File: src/rtl/fetch_unit.sv
// fetch_unit: program counter, instruction register and instruction-memory
// fetch sequencer for the 8-bit CPU. One fetch in flight at a time over a
// req/ack handshake; HALTED is sticky until reset.
module fetch_unit #(
    parameter int                ADDR_W   = 8,
    parameter logic [ADDR_W-1:0] RESET_PC = '0
) (
    input  logic              clk,
    input  logic              reset,
    input  logic              pc_we,
    input  logic              pc_sel,
    input  logic              pc_jmp_sel,
    input  logic [3:0]        pc_offset,
    input  logic              ir_we,
    input  logic              halt,
    input  logic [7:0]        imem_rdata,
    input  logic              imem_ack,
    output logic              imem_req,
    output logic [ADDR_W-1:0] imem_addr,
    output logic [7:0]        instr,
    output logic [ADDR_W-1:0] pc,
    output logic              fetch_busy,
    output logic              fetch_done,
    output logic              halted
);

    typedef enum logic [1:0] {
        S_IDLE   = 2'd0,
        S_WAIT   = 2'd1,
        S_HALTED = 2'd2
    } state_t;

    state_t            state, state_nxt;
    logic              start_fetch;
    logic              ack_take;
    logic              pc_upd;
    logic [ADDR_W-1:0] pc_nxt;

    // Request and busy are exactly "a fetch is outstanding", i.e. the WAIT state.
    assign imem_req   = (state == S_WAIT);
    assign fetch_busy = (state == S_WAIT);
    assign halted     = (state == S_HALTED);

    // State register; reset abandons any outstanding fetch.
    always_ff @(posedge clk or negedge reset) begin
        if (!reset) state <= S_IDLE;
        else        state <= state_nxt;
    end

    // Next-state logic: halt beats ir_we in IDLE; halt in WAIT waits for the ack.
    always_comb begin
        state_nxt   = state;
        start_fetch = 1'b0;
        ack_take    = 1'b0;
        case (state)
            S_IDLE: begin
                if (halt) begin
                    state_nxt = S_HALTED;
                end else if (ir_we) begin
                    state_nxt   = S_WAIT;
                    start_fetch = 1'b1;
                end
            end
            S_WAIT: begin
                if (imem_ack) begin
                    ack_take  = 1'b1;
                    state_nxt = halt ? S_HALTED : S_IDLE;
                end
            end
            S_HALTED: state_nxt = S_HALTED;
            default:  state_nxt = S_IDLE;
        endcase
    end

    // PC arithmetic: increment, signed 4-bit relative jump, or zero-extended absolute.
    always_comb begin
        pc_upd = pc_we && (state != S_HALTED);
        pc_nxt = pc;
        if (!pc_sel)
            pc_nxt = pc + {{(ADDR_W-1){1'b0}}, 1'b1};
        else if (!pc_jmp_sel)
            pc_nxt = pc + {{(ADDR_W-4){pc_offset[3]}}, pc_offset};
        else
            pc_nxt = {{(ADDR_W-4){1'b0}}, pc_offset};
    end

    // Datapath registers: fetch address is captured from the pre-update PC,
    // so a same-edge or in-flight PC change never disturbs the fetch.
    always_ff @(posedge clk or negedge reset) begin
        if (!reset) begin
            pc         <= RESET_PC;
            instr      <= 8'h00;
            imem_addr  <= '0;
            fetch_done <= 1'b0;
        end else begin
            fetch_done <= ack_take;
            if (pc_upd)      pc        <= pc_nxt;
            if (start_fetch) imem_addr <= pc;
            if (ack_take)    instr     <= imem_rdata;
        end
    end

endmodule

File: config.mk
export PLATFORM = sky130hd
export DESIGN_NAME = fetch_unit
export DESIGN_NICKNAME = d
export VERILOG_FILES = /design/src/rtl/fetch_unit.sv
export SDC_FILE = /design/constraint.sdc
export NUM_CORES = 1
export LEC_CHECK = 0
export ABC_AREA = 1
export BUFFER_PORTS_ARGS = -buffer_cell sky130_fd_sc_hd__buf_2
export CAP_MARGIN = 20
export CORE_AREA = 2 2 64 66
export DETAILED_ROUTE_END_ITERATION = 10
export DIE_AREA = 0 0 66 68
export GPL_TIMING_DRIVEN = 1
export PLACE_DENSITY = 0.75
export SLEW_MARGIN = 20
export SYNTH_ARGS = -nofsm -noshare
export SYNTH_HDL_FRONTEND = slang
export SYNTH_SLANG_ARGS = --single-unit
File: constraint.sdc
create_clock -name clk -period 3.5 [get_ports clk]
set_clock_uncertainty 0.15 [all_clocks]
set_input_delay 0.175 -clock clk [delete_from_list [all_inputs] [get_ports clk]]
set_output_delay 0.175 -clock clk [all_outputs]
set_load 0.1 [all_outputs]
==> results of run 1 <==
## cell type report
cell class                 instances  area [sq um]
clock buffer                       4          45.0
fill                             392          1790
sequential                        27           676
timing repair buffer              56           325
tap                               50          62.6
inverter                          29           110
multi-input combinational        157           848
## state kept, by name, indices dropped and copies added, names as in the netlist
| register | count |
|---|---|
| fetch_done | 1 |
| state | 2 |
| imem_addr | 8 |
| instr | 8 |
| pc | 8 |
## logic make-up after synthesis
family                   after synthesis
AND/OR/NAND/NOR                      112
flip-flops                            27
XOR/XNOR                               3
multiplexers                           2
adder cells (fa/ha/maj)                9
buffers and inverters                 31
AO/OA/AOI/OAI                         31
## per-stage QoR
step	std cells	util [%]	hold slack, ps	setup WS, ps
after floorplan	215	-	-271	1080
after global placement	310	50.1	66.5	1650
after detailed placement	310	50.1	63.0	1580
after CTS	323	53.6	52.3	1570
after global routing	323	53.6	69.2	1410
final	323	53.6	56.7	1560
## cell usage in the layout, fill, tap and decap left out, types with 4 or more instances in the layout
cell,n
dfrtp_1,27
ha_1,8
inv_2,4
o21ai_0,4
buf_2,47
inv_1,24
o21ai_1,7
nor2_1,15
a21oi_1,13
nand2_1,68
dlygate4sd3_1,9
nand3_1,16
## per-layer routing
metal  up-vias  wire (microns)
li1        810               -
met1       708            1570
met2        29            1870
met3         6             135
met4         0              74
met5         -               0
## repair_timing
item                       4_1_cts  5_1_grt
hold buffers                     9        0
hold endpoints to repair        35        0
setup endpoints to repair        0        0
## worst max-delay path, delay by kind of cell, from the launching register on
kind            cells  cell delay [ps]
fa+ha+maj           2              620
flops               1              440
buf+inv             2              160
simple gates        2              170
compound gates      3              280
## final timing paths
check                         start  endpoint  slack (ps)  depth (start not counted)
max in group asynchronous     reset  instr[4]        2530                          2
min in group asynchronous     reset  instr[2]         290                          2
setup / recovery              pc[0]     pc[4]        1560                          9
setup reg to reg              pc[0]     pc[4]        1560                          9
hold reg to reg            instr[4]  instr[4]         330                          2
hold / removal             imem_ack  state[0]          60                          4
==> metrics.cfg, run 1 <==
[die]
die_area_sq_um=4490
die_height_microns=68
row_count=23
core_region_area_sq_um=3860
pin_count=48
die_x_microns=66
initial_core_util_pct=42.7

[synth]
syn-instance-count=215
yosys.area_share.xor_xnor_pct=1.60
ys_seq_elements=27
synth_cell_types=29
synth_area_leader_cell=dfrtp_1
synth_compound_area_share_pct=11.2
synth_commonest_cells=nand2_1, dfrtp_1, inv_1, nand3_1, nor2_1
yosys.area_share.simple_pct=30.1
async_reset_ff_share_pct=100
synth_mux_area_share_pct=1.37
synth_seq_area_share_pct=41.0
synth_top_area_share_pct=41.0
synth_edf_count=0
postSynthNetCount=244
yosysMostFrequentCell=nand2_1
synth_flop_cell=dfrtp_1
synth_area_leaders=dfrtp_1, nand2_1, ha_1, inv_1, nand3_1
synth_top_family_by_area=simple AND/OR/NAND/NOR gates
synth_area_per_cell_sq_um=7.66
ys_warn_count=0
syn-cell-area_sq_um=1650
synth_fa_ha_area_share_pct=7.29

[global_routing]
use_met1_pct=21.8
grtUsageTotal_pct=16.9
antenna_found_initial=0
grt_pass1_vias=1333
use_met3_pct=3.13
grt_max_degree=28
met2_usage_pct=29.9
top_usage_layer=met2
overflow=0
grt_pass1_wl_microns=5900

[clock_network]
cts_made_buffers=3
clk_latency_ps=260
clk_pin_slew_ps=90
cts-root-buf=clkbuf_8
cts_sinks=27
cts_buffer_depth=2
ctsHtreeMaxLevel=1
postCtsSetupRepairBufs=0
cts_tree=yes
cts_resized=0

[place]
dpl-instance-area_sq_um=1930
port_buffers=47
gp_congestion=0.846
dp_hpwl_microns=2870

[final_layout]
fin_nets=303
drive_gt1_share_pct=24.9
design_area_sq_um=2070
diodes=0
area_growth_pct=25.5

[routing]
drt_iter0_drc=50
vias=1553
drc=0
avgRoutedWirePerCell_microns=11.3
wirelength_microns=3650
drt.antenna.violating_nets=0
vias_per_cell=4.81
dr.pass1.iters=4

[setup_path]
setup.worst_path.class=register to register
required_ps=3500
cp_max_fo=5
worstPathCellList=ha_1, inv_1, fa_1, inv_1, nand3_1, nand3_1, a21boi_1, o21ai_0, a21oi_1
max_stage_delay_ps=440
crit_path_end_kind=register
arrival_ps=1940
cp-start-kind=register
slowest_stage=dfrtp_1

[sta]
rsz0062_at_grt=no
finalHoldViolations=0
period_needed_ps=1940
setup_viol=0
worstMarginPinSlew_ps=576
fmax_ghz=0.516
slew_headroom_pct=61.6
fin_crit_sh_pct=55.4
finalMaxSlewViolations=0
fin_setup_tns_ps=0

[run_status]
status=complete, no violations

[hold_path]
hp-class=input pin to register

[job]
maxCapViolCount=0

Power of run 1 is not shown: default switching activity piles up to over one toggle a cycle in this logic, so the estimate is an artifact.
==> inputs of run 2 (changes only) <==
--- a/config.mk
+++ b/config.mk
@@ -5,14 +5,14 @@
 export SDC_FILE = /design/constraint.sdc
 export NUM_CORES = 1
 export LEC_CHECK = 0
-export ABC_AREA = 1
+export ABC_AREA = 0
 export BUFFER_PORTS_ARGS = -buffer_cell sky130_fd_sc_hd__buf_2
 export CAP_MARGIN = 20
-export CORE_AREA = 2 2 64 66
+export CORE_AREA = 2 2 63 65
 export DETAILED_ROUTE_END_ITERATION = 10
-export DIE_AREA = 0 0 66 68
+export DIE_AREA = 0 0 65 67
 export GPL_TIMING_DRIVEN = 1
-export PLACE_DENSITY = 0.75
+export PLACE_DENSITY = 0.76
 export SLEW_MARGIN = 20
 export SYNTH_ARGS = -nofsm -noshare
 export SYNTH_HDL_FRONTEND = slang
==> constraint.sdc (replaced) <==
create_clock -name clk -period 1.8 [get_ports clk]
set_clock_uncertainty 0.15 [all_clocks]
set_input_delay 0.09 -clock clk [delete_from_list [all_inputs] [get_ports clk]]
set_output_delay 0.09 -clock clk [all_outputs]
set_load 0.1 [all_outputs]
==> metrics.cfg, run 2 <==
[synth]
synth_edf_count=0  ; unchanged
postSynthNetCount=185  ; -24%
yosysMostFrequentCell=dfrtp_1
synth_flop_cell=dfrtp_1
synth_cell_types=43  ; +48%
syn-instance-count=156  ; -27%
syn-cell-area_sq_um=1610  ; -2.1%
synth_area_leader_cell=dfrtp_1
synth_seq_area_share_pct=41.9  ; +0.86 points
synth_area_leaders=dfrtp_1, mux2_2, ha_1, o21ai_0, nor2_1
synth_commonest_cells=dfrtp_1, mux2_2, o21ai_0, nor2_1, nand2_1
synth_top_area_share_pct=41.9  ; +0.86 points
ys_seq_elements=27  ; unchanged
async_reset_ff_share_pct=100  ; unchanged
ys_warn_count=0  ; unchanged
synth_area_per_cell_sq_um=10.3  ; +35%

[routing]
drt.antenna.violating_nets=0  ; unchanged
vias=1514  ; -2.5%
drt_iter0_drc=67  ; +34%
drc=0  ; unchanged
vias_per_cell=5.15  ; +7.1%
wirelength_microns=4070  ; +11%
dr.pass1.iters=4  ; unchanged
avgRoutedWirePerCell_microns=13.8  ; +22%

[hold_path]
min_from=pc_jmp_sel
hold_depth=4  ; unchanged
hp-class=input pin to register
hold_end=pc[5]

[clock_network]
clk_pin_slew_ps=90  ; about the same
clk_latency_ps=270  ; about the same
cts_tree=yes
cts_sinks=27  ; unchanged
cts-root-buf=clkbuf_8
ctsHtreeMaxLevel=1  ; unchanged
cts_buffer_depth=2  ; unchanged
cts_made_buffers=3  ; unchanged

[final_layout]
layout_commonest_cell=buf_2
layoutNonFillerInstCount=294  ; -9.0%
layout_common_cells=buf_2, buf_4, dfrtp_1
fin_nets=276  ; -8.9%
drive_gt1_share_pct=51.6  ; +27 points
area_growth_pct=51.0
reg_top3=imem_addr x8, instr x8, pc x8
diodes=0  ; unchanged

[job]
maxCapViolCount=0  ; unchanged

[setup_path]
cp_max_fo=2  ; -3
arrival_ps=2190  ; +250 ps
cp.buffers_inverters=0  ; -2
slowest_stage=dfrtp_4
reg2reg_depth=6  ; -3
rr_startpoint=pc[1]
worstPathCellList=ha_4, a211oi_4, nor2_2, a41oi_2, mux2_4, or4_1
max_stage_delay_ps=490  ; +50 ps
setup.worst_path.class=register to register
required_ps=1790  ; -1710 ps
r2r_slack_ps=-390  ; -1950 ps
crit_path_end_kind=register
path_delay_family=flip-flops
r2r-end=pc[7]
cp-start-kind=register

[pwr]
leakage_uw=0.00119
p_per_area_nw_per_um2=1300
total_power_uw=3170
vdd_drop_max_mv=1.61

[global_routing]
grt_max_degree=28  ; unchanged
grtUsageTotal_pct=19.8  ; +2.9 points
grt_pass1_wl_microns=6660  ; +13%
antenna_found_initial=0  ; unchanged
grt_pass1_vias=1478  ; +11%
overflow=0  ; unchanged

[die]
initial_core_util_pct=44.7  ; +2.0 points
core_region_area_sq_um=3610  ; -6.5%
die_area_sq_um=4360  ; -3.0%
die_x_microns=65  ; -1.5%
pin_count=48  ; unchanged
row_count=22  ; -4.3%
die_height_microns=67  ; -1.5%

[sta]
setup_viol=5  ; +5
fin_ws_ps=-391  ; -1950 ps
slew_headroom_pct=59.9  ; -1.7 points
fmax_ghz=0.456  ; -11%
finalHoldViolations=0  ; unchanged
fin_crit_sh_pct=122  ; +66 points
period_needed_ps=2190  ; +252 ps
rsz0062_at_grt=yes
worstMarginPinSlew_ps=601  ; +24.9 ps
finalMaxSlewViolations=0  ; unchanged
hold_ws_ps=35.1  ; -21.6 ps

[place]
port_buffers=47  ; unchanged
gp_congestion=0.884  ; +4.5%
place_inst=278  ; -10%
dp_slack_ps=-419  ; -2000 ps
dp_hpwl_microns=3030  ; +5.6%

[run_status]
failed_checks=negative setup slack
status=finished, violations left

run 2: changes by cell type after synthesis, sizes merged, moves of 4 or more:
cell   before  now
nand2      69    9
inv        28    8
mux2        2   18
nand3      19    4
a21oi      13    6
nor2       19   12
nor2b       0    4
run 2: per-stage QoR:
| stage | util (%) | area [sq um] | TNS [ps] |
|---|---|---|---|
| finish | 67.5 | 2430 | -944 |
| global route | 67.5 | 2430 | -1350 |
| CTS | 66.9 | 2410 | -952 |
| detailed placement | 62.0 | 2230 | -1030 |
| global placement | 62.0 | 2230 | -989 |
| floorplan | - | 1720 | -1590 |
run 2: how the worst max path moves through the flow:
stage | startpoint | end | cells past startpoint | slack, ps
floorplan | pc[1] | pc[7] | 6 | -590
global placement | pc[1] | pc[7] | 6 | -410
CTS | pc[1] | pc[7] | 6 | -410
finish | pc[1] | pc[7] | 6 | -390
detailed placement | pc[1] | pc[7] | 6 | -420
global route | pc[1] | pc[7] | 6 | -450
run 2: cells by family after synthesis:
logic type                 share of synthesized area [%]
adders and majority gates                           7.45
AOI/OAI and AO/OA                                   18.0
buffers and inverters                               3.41
and+or+nand+nor                                     14.3
xor gates and xnor gates                           0.543
DFF                                                 41.9
muxes                                               14.4
run 2: worst min-delay path: stages:
cell and delay [ps]:
buf_2 80, nor2b_1 100, nand2_1 90, o21ai_1 60
run 2: final cells by class:
| class | count | area (sq um) |
|---|---|---|
| tap | 48 | 60.1 |
| clock buffer | 4 | 45.0 |
| sequential | 27 | 702 |
| fill | 275 | 1170 |
| inverter | 8 | 30.0 |
| multi-input combinational | 116 | 1000 |
| timing repair buffer | 91 | 593 |
run 2: what timing repair did:
action,CTS,global route
buffers inserted,1,0
resized for setup,5,3
endpoints found under the setup margin,5,5
pin swaps,5,5
hold buffers,11,0
hold endpoints to repair,38,0
run 2: power breakdown:
part | leakage, uW | switching [uW] | internal (uW)
Sequential | 0.000342 | 72.6 | 748
Clock | 0.0000228 | 178 | 158
Combinational | 0.000829 | 1350 | 671
Total | 0.00119 | 1600 | 1580
run 2: per-layer routing:
layer	vias up	GRT usage (%)	share of wire (%)	wire, microns
met5	-	0	0	0
met4	0	3.72	1.2	48
met3	8	3.89	4.4	178
li1	757	-	-	-
met1	710	25.4	44	1800
met2	39	34.8	50	2040
No activity file was read; power rests on OpenSTA's default activity.
